## src/rtl/mips_fetch_pkg.sv

```systemverilog
// Shared types and constants for the MIPS instruction-fetch stage.
package mips_fetch_pkg;

    localparam int INSTR_W = 32;
    localparam logic [INSTR_W-1:0] NOP_INSTR = 32'h0000_0000;

    typedef enum logic [1:0] {
        ST_FETCH = 2'd0,
        ST_WAIT  = 2'd1,
        ST_EXEC  = 2'd2,
        ST_HALT  = 2'd3
    } fetch_state_t;

    // Word-aligned, sign-extended byte offset of a conditional branch.
    function automatic logic [31:0] branch_offset(input logic [15:0] imm);
        return {{14{imm[15]}}, imm, 2'b00};
    endfunction

endpackage

```

## src/rtl/fetch_next_pc.sv

```systemverilog
// Next-PC selection: jump beats branch, branch beats sequential; all adds wrap mod 2^32.
module fetch_next_pc
    import mips_fetch_pkg::*;
(
    input  logic [31:0]        pc_plus4,
    input  logic [INSTR_W-1:0] instr,
    input  logic               jump,
    input  logic               pc_src,
    output logic [31:0]        next_pc
);

    logic unused_opcode_s;
    assign unused_opcode_s = ^instr[31:26];

    // Redirect mux in priority order.
    always_comb begin
        next_pc = pc_plus4;
        if (jump) begin
            next_pc = {pc_plus4[31:28], instr[25:0], 2'b00};
        end else if (pc_src) begin
            next_pc = pc_plus4 + branch_offset(instr[15:0]);
        end else begin
            next_pc = pc_plus4;
        end
    end

endmodule

```

## src/rtl/instr_fetch_unit.sv

```systemverilog
// PC register and fetch FSM (FETCH/WAIT/EXEC/HALT) with req/ack instruction memory.
// Optional performance counters are built when FETCH_PERF_CNT_EN is defined.
module instr_fetch_unit
    import mips_fetch_pkg::*;
#(
    parameter logic [31:0] RESET_PC    = 32'h0000_0000,
    parameter int          TIMEOUT_CYC = 16
) (
    input  logic               clk,
    input  logic               rst,
    input  logic               jump,
    input  logic               pc_src,
    input  logic               stall,
    input  logic [INSTR_W-1:0] imem_rdata,
    input  logic               imem_ack,
    output logic               imem_req,
    output logic [31:0]        imem_addr,
    output logic [INSTR_W-1:0] instr,
    output logic               instr_valid,
    output logic [31:0]        pc,
    output logic [31:0]        pc_plus4,
    output logic               fetch_err,
    output logic [31:0]        perf_fetch,
    output logic [31:0]        perf_redir
);

    localparam logic [15:0] TIMEOUT_LAST = 16'(TIMEOUT_CYC - 1);

    fetch_state_t       state_r, state_next_s;
    logic [31:0]        pc_r, pc_plus4_r, next_pc_s;
    logic [INSTR_W-1:0] instr_r;
    logic               instr_valid_r, imem_req_r, fetch_err_r;
    logic [15:0]        wait_cnt_r, wait_cnt_next_s;
    logic               accept_s, commit_s;

    fetch_next_pc u_next_pc (
        .pc_plus4 (pc_plus4_r),
        .instr    (instr_r),
        .jump     (jump),
        .pc_src   (pc_src),
        .next_pc  (next_pc_s)
    );

    // Next-state logic; ack only counts while a request is actually driven.
    always_comb begin
        state_next_s    = state_r;
        wait_cnt_next_s = wait_cnt_r;
        accept_s        = 1'b0;
        commit_s        = 1'b0;
        case (state_r)
            ST_FETCH: begin
                if (!imem_req_r) begin
                    // First cycle out of reset: raise the request before accepting data.
                    state_next_s = ST_FETCH;
                end else if (imem_ack) begin
                    accept_s     = 1'b1;
                    state_next_s = ST_EXEC;
                end else begin
                    wait_cnt_next_s = 16'd0;
                    state_next_s    = ST_WAIT;
                end
            end
            ST_WAIT: begin
                if (imem_ack) begin
                    accept_s     = 1'b1;
                    state_next_s = ST_EXEC;
                end else if (wait_cnt_r == TIMEOUT_LAST) begin
                    state_next_s = ST_HALT;
                end else begin
                    wait_cnt_next_s = wait_cnt_r + 16'd1;
                end
            end
            ST_EXEC: begin
                if (stall) begin
                    state_next_s = ST_EXEC;
                end else begin
                    commit_s     = 1'b1;
                    state_next_s = ST_FETCH;
                end
            end
            ST_HALT: begin
                state_next_s = ST_HALT;
            end
            default: begin
                state_next_s = ST_FETCH;
            end
        endcase
    end

    // FSM state register.
    always_ff @(posedge clk) begin
        if (rst) begin
            state_r <= ST_FETCH;
        end else begin
            state_r <= state_next_s;
        end
    end

    // PC, instruction latch and registered status outputs derived from the next state.
    always_ff @(posedge clk) begin
        if (rst) begin
            pc_r          <= RESET_PC;
            pc_plus4_r    <= RESET_PC + 32'd4;
            instr_r       <= NOP_INSTR;
            instr_valid_r <= 1'b0;
            imem_req_r    <= 1'b0;
            fetch_err_r   <= 1'b0;
            wait_cnt_r    <= 16'd0;
        end else begin
            instr_valid_r <= (state_next_s == ST_EXEC);
            imem_req_r    <= (state_next_s == ST_FETCH) || (state_next_s == ST_WAIT);
            fetch_err_r   <= fetch_err_r || (state_next_s == ST_HALT);
            wait_cnt_r    <= wait_cnt_next_s;
            if (accept_s) begin
                instr_r <= imem_rdata;
            end
            if (commit_s) begin
                pc_r       <= next_pc_s;
                pc_plus4_r <= next_pc_s + 32'd4;
            end
        end
    end

`ifdef FETCH_PERF_CNT_EN
    logic [31:0] perf_fetch_r, perf_redir_r;

    // Free-running event counters, wrapping at 2^32.
    always_ff @(posedge clk) begin
        if (rst) begin
            perf_fetch_r <= 32'd0;
            perf_redir_r <= 32'd0;
        end else begin
            if (accept_s) begin
                perf_fetch_r <= perf_fetch_r + 32'd1;
            end
            if (commit_s && (jump || pc_src)) begin
                perf_redir_r <= perf_redir_r + 32'd1;
            end
        end
    end

    assign perf_fetch = perf_fetch_r;
    assign perf_redir = perf_redir_r;
`else
    assign perf_fetch = 32'h0000_0000;
    assign perf_redir = 32'h0000_0000;
`endif

    assign imem_req    = imem_req_r;
    assign imem_addr   = pc_r;
    assign instr       = instr_r;
    assign instr_valid = instr_valid_r;
    assign pc          = pc_r;
    assign pc_plus4    = pc_plus4_r;
    assign fetch_err   = fetch_err_r;

endmodule

```

## config.mk

```make
export PLATFORM = sky130hd
export DESIGN_NAME = instr_fetch_unit
export DESIGN_NICKNAME = d
export VERILOG_FILES = /design/src/rtl/mips_fetch_pkg.sv /design/src/rtl/fetch_next_pc.sv /design/src/rtl/instr_fetch_unit.sv
export SDC_FILE = /design/constraint.sdc
export NUM_CORES = 1
export LEC_CHECK = 0
export BUFFER_PORTS_ARGS = -buffer_cell sky130_fd_sc_hd__buf_2
export CAP_MARGIN = 40
export CORE_UTILIZATION = 53
export DETAILED_ROUTE_END_ITERATION = 7
export PLACE_DENSITY = 0.87
export SETUP_SLACK_MARGIN = 0.5
export SLEW_MARGIN = 10
export SYNTH_ARGS = -nofsm -noshare
export SYNTH_HDL_FRONTEND = slang
export SYNTH_SLANG_ARGS = --single-unit
```

## constraint.sdc

```tcl
create_clock -name clk -period 3.7 [get_ports clk]
set_input_delay 0.74 -clock clk [delete_from_list [all_inputs] [get_ports clk]]
set_output_delay 0.74 -clock clk [all_outputs]
set_load 0.02 [all_outputs]
```

# After elaboration in Yosys (flattened, before gate mapping)

Index checks and enable logic that the tools add are counted.
W data, S select, Z words.

Register bits after elaboration: 117
Output and inout bits: 195

$add $sub $neg: 3
Muxes and demuxes: 18
Equal/unequal tests: 11
Reduce and logical (&&, ||, !) cells: 6

Operators by type and width:

| kind                    | number |
|---|---|
| $mux W16                | 4 |
| $mux W32                | 2 |
| $add A32 B3 Y32 const B | 1 |
| $add A32 B32 Y32        | 1 |
| $pmux W16 S2            | 1 |
| $add A16 B1 Y16 const B | 1 |
| $eq A16 B4 Y1 const B   | 1 |
| $mux W2                 | 5 |
| $eq A2 B2 Y1 const B    | 4 |
| $ne A2 B2 Y1 const B    | 4 |
| $pmux W2 S4             | 1 |
| $reduce_and A5 Y1       | 1 |
| $eq A2 B1 Y1 const B    | 2 |
| $logic_not A2 Y1        | 2 |
| $mux W1                 | 4 |
| $logic_or A1 B1 Y1      | 2 |
| $pmux W1 S2             | 1 |
| $reduce_bool A2 Y1      | 1 |

# Depth between registers and ports, before layout

Depth after elaboration: 6
Mapped depth: 15
Gate-level depth less buffers: 15

# By module

Synthesis repeated with hierarchy kept, for this count alone.

Cells, all modules: 1062
Area total of the unflattened synthesis: 8077.7 µm²

Modules (own cells, without submodules):

| module           | cells an instance | times used | area each (µm²) | sequential area each (µm²) |
|---|---|---|---|---|
| instr_fetch_unit | 720               | 1          | 5795.6          | 2302.2 |
| fetch_next_pc    | 342               | 1          | 2282.2          | 0.0 |

# Worst setup path before layout

OpenSTA, ideal clock, no wires.

Kind: flip-flop to flip-flop
From: reg instr_r[0], in the netlist instr[0]
To: reg pc_plus4_r[26], in the netlist pc_plus4[26]
Setup time: 0.062 ns
Period minus slack after synthesis: 3.578 ns
Setup slack: 0.122 ns
Required time: 3.638 ns
Arrival time: 3.516 ns
Stages on the path, launching flop included: 15
Buffers on the path: 0
Cells stage by stage: dfxtp_1 -> ha_1 -> inv_1 -> fa_1 -> nand2b_1 -> a211oi_2 -> o21ai_2 -> xnor2_1 -> a21oi_1 -> nor4b_4 -> or3b_4 -> nor2_8 -> nand4_4 -> or4_1 -> nand3_1

Longest elaborated chain between the ends: 4

Ends and longest elaborated chain:

| element                  | RTL line                | RTL |
|---|---|---|
| start: declaration       | instr_fetch_unit.sv:31  | `logic [INSTR_W-1:0] instr_r;` |
| start signal: assignment | instr_fetch_unit.sv:115 | `instr_r <= imem_rdata;` |
| $add A32 B32 Y32         | fetch_next_pc.sv:21     | `next_pc = pc_plus4 + branch_offset(instr[15:0]);` |
| $mux W32                 | fetch_next_pc.sv:20     | `end else if (pc_src) begin` |
| $mux W32 *               | fetch_next_pc.sv:18     | `if (jump) begin` |
| $add A32 B3 Y32 *        | instr_fetch_unit.sv:119 | `pc_plus4_r <= next_pc_s + 32'd4;` |
| end signal: assignment   | instr_fetch_unit.sv:103 | `pc_plus4_r <= RESET_PC + 32'd4;` |
| end signal: assignment   | instr_fetch_unit.sv:119 |  |
| end: declaration         | instr_fetch_unit.sv:30  | `logic [31:0] pc_r, pc_plus4_r, next_pc_s;` |

Every way passes the cells marked *; elsewhere a longest branch is shown, timed or not.
A chain may end at the register's enable or synchronous reset.

# Worst setup path after layout

From: reg instr_r[0], in the netlist instr[0]
To: reg pc_plus4_r[16], in the netlist pc_plus4[16]

The elaborated chain is that of the path after synthesis.

==> qor.csv <==
stage;metric;value;unit
sta;minimum clock period;3580;ps
sta;worst hold slack;455;ps
routing;DRT Pass-1 Iters;7;
critical_path;Slowest cell on crit path;or3b_4;
power;peak supply drop;0.000334;V
sta;Tcrit/Tclk final;96.8;%
critical_path;Worst setup EP type;flop;
min_path;Worst Hold Class;flop to flop;
sta;setup tns final;0;ps
critical_path;CP Class;flop to flop;
routing;drt initial violations;717;
sta;RSZ-0062 raised after global routing;yes;
synthesis;synth unique cells;83;
sta;skew final;7.06;ps
clock_network;Clock Latency Late Sink;420;ps
synthesis;Primary FF master, synth;dfxtp_1;
status;status;finished clean;
floorplanning;core area;14500;sq um
floorplanning;Initial Util;54.2;%
placed_design;Final GP Congestion;0.962;
sta;Fmax achieved;0.279;GHz
synthesis;Synth Instances;1032;
routing;DR WL/cell;16.9;um
placed_design;DP Worst Slack;115;ps
synthesis;Mapped Avg Cell Area;7.64;sq um
cells_and_area;share of cells above drive strength 1;30.2;%
synthesis;Async S/R FF share, synth;0;%
global_route;largest net degree at the start of global routing;64;
floorplanning;die extent in x;124;um
critical_path;crit start category;flop;
global_route;initial antenna violation count;0;
cells_and_area;nets@finish;1266;
placed_design;hpwl dp;15.9;mm
clock_network;Sink Count;113;
critical_path;Crit path required time;4040;ps
clock_network;root buf cell;clkbuf_16;
cells_and_area;Ant. Diodes;0;
routing;Metal-1 WL;10.3;mm
synthesis;register area share after synthesis;28.7;%
global_route;Tot GR Track Use;30.1;%
routing;number of remaining DRC errors;0;
power;pwr dens;392;nW/um^2
critical_path;crit path DAT;3930;ps
synthesis;EDFF count, synth;0;
clock_network;TritonCTS clock tree;yes;
clock_network;CTS HTree Levels;4;
routing;met2 routed WL;10.7;mm
routing;vias per cell;5.78;
floorplanning;Die ar.;15400;sq um
power;leakage power;4.38;nW
synthesis;Cell Area, Synth;7880;sq um
global_route;GRT overflow;0;
routing;DR top layer;met4;
global_route;first-pass GRT wire length;35.5;mm
routing;Routed Antenna Nets;0;
sta;setup ws final;119;ps
placed_design;PortBufs;162;
routing;final WL;23.5;mm
sta;max-slew violations;0;
routing;met3 wire len;1.90;mm
sta;Final Hold Fails;0;
sta;measured slew at the worst slew-check pin;855;ps
critical_path;Critical Path Fanout Max;4;
synthesis;Yosys reg bits;113;
routing;total number of vias;8050;
sta;Setup violations, final;0;
floorplanning;I/O pins;233;
clock_network;Clk pin slew, worst setup/hold paths;60;ps
clock_network;CTS Hold Buffers Added;0;
global_route;vias in the first global route;7048;
job;Max Cap Viol;0;
critical_path;CP max stage delay;460;ps
synthesis;number of synthesis warnings;0;
floorplanning;Die H;124;um
clock_network;Longest Clk Path Bufs;2;
critical_path;CP Cell Sequence;ha_4, inv_2, fa_2, nand2b_4, a211oi_4, o21ai_2, xnor2_1, a21oi_2, buf_4, nor4b_4, or3b_4, buf_6, nor3b_4, xnor2_2, nand2_1, a21oi_1;
clock_network;total CTS buffers;17;
sta;relative max-transition margin;43.0;%
floorplanning;Rows;44;
cells_and_area;P&R area growth vs syn;24.2;%
## sequential cells by signal, summed over array words and instances (netlist names)
| signal | cells |
|---|---|
| fetch_err | 1 |
| state_r | 2 |
| wait_cnt_r | 16 |
| imem_req | 1 |
| imem_addr | 30 |
| instr_valid | 1 |
| instr | 32 |
| pc_plus4 | 30 |
## synthesized netlist by cell type, types with 4 or more instances
library cell,count,area [sq um]
nand2_1,172,646
dfxtp_1,113,2260
a21oi_1,103,515
buf_4,103,773
nor2_1,92,345
clkbuf_1,40,150
o21ai_0,34,170
ha_1,31,388
a211oi_1,25,188
nor3_1,25,125
nand3_1,22,110
xnor2_1,21,184
xor2_1,19,166
a21o_1,17,128
nand4_1,16,100
inv_1,14,52.6
and3_1,12,75.1
or3_1,11,68.8
nand2b_1,10,62.6
mux2i_1,8,80.1
nor3b_1,8,60.1
buf_2,7,35.0
o211ai_1,7,52.6
a311oi_1,6,52.6
nand3b_1,6,45.0
nor2b_1,6,37.5
o21a_1,6,45.0
or4_1,6,45.0
a211oi_2,4,50.1
and2_1,4,25.0
o2111ai_1,4,35.0
o21ai_1,4,20.0
## report_power, final
part	total, mW	switching (mW)	internal, mW
registers	1.32	0.0561	1.27
logic	0.697	0.467	0.230
clock network	1.82	0.641	1.17
total	3.83	1.16	2.67
## routing by layer
metal  global-route usage (%)  vias up
li1                         -     3803
met1                     40.3     3782
met2                     46.9      423
met3                     6.27       42
met4                     12.1        0
met5                        0        -
## worst max-delay path, delay by kind of cell, from the launching register on
| kind | cells | cell delay (ps) |
|---|---|---|
| XOR/XNOR | 2 | 340 |
| buffers and inverters | 3 | 350 |
| flip-flops | 1 | 360 |
| AND/OR/NAND/NOR | 5 | 1210 |
| AO/OA/AOI/OAI | 4 | 730 |
| adder cells (fa/ha/maj) | 2 | 500 |
## worst paths after layout
check | from | endpoint | slack, ps | depth (start not counted)
worst min-delay path | instr[30] | instr[30] | 460 | 2
worst max-delay path | instr[0] | pc_plus4[16] | 120 | 16
worst max register to register | instr[0] | pc_plus4[16] | 120 | 16
worst min register to register | instr[30] | instr[30] | 460 | 2
## cell usage in the layout (no fill, tap or decap), types with 7 or more instances in the layout
cell type	count
nand2_1	169
buf_2	161
a21oi_1	97
dfxtp_1	96
nor2_1	91
conb_1	70
buf_4	64
o21ai_0	31
ha_1	25
nand3_1	22
nor3_1	20
a211oi_1	20
xor2_1	18
xnor2_1	18
clkbuf_16	18
a21o_1	17
nand4_1	16
inv_1	13
and3_1	12
dfxtp_2	12
or3_1	10
nand2b_1	9
a21oi_2	8
a211oi_2	8
o211ai_1	7
## final cells by class
class                   instances  area (sq um)
flip-flops and latches        113          2300
repair buffers                230          1360
multi-input cells             819          5200
well taps                     184           230
clock inverters                13           195
inverters                      15          56.3
clock buffers                  18           450
fillers                      1166          4750
## metrics by stage
| step | cells | util, % | instance area (sq um) | total power [mW] |
|---|---|---|---|---|
| global placement | 1334 | 59.7 | 8680 | 1.98 |
| global route | 1392 | 67.3 | 9780 | 3.96 |
| CTS | 1384 | 65.9 | 9580 | 3.80 |
| floorplan | 1101 | - | 8290 | 1.86 |
| finish | 1392 | 67.3 | 9780 | 3.83 |
| detailed placement | 1334 | 59.7 | 8680 | 1.99 |
## repair_timing
action | in CTS | in global routing
pin swaps | 26 | 16
setup buffers | 19 | 8
gates resized for setup | 20 | 27
setup endpoints to repair | 16 | 20
## kinds of logic (layout without fill, tap and decap cells)
| group | count (synthesis) | after routing | synth area share (%) |
|---|---|---|---|
| buffers and inverters | 169 | 276 | 13.1 |
| muxes | 10 | 10 | 1.30 |
| other | 1 | 70 | 0.0476 |
| AOI/OAI and AO/OA | 249 | 249 | 21.3 |
| DFF | 113 | 113 | 28.7 |
| and+or+nand+nor | 418 | 418 | 26.0 |
| xor gates and xnor gates | 40 | 40 | 4.45 |
| adders and majority gates | 32 | 32 | 5.18 |
(Power assumes the default switching activity.)
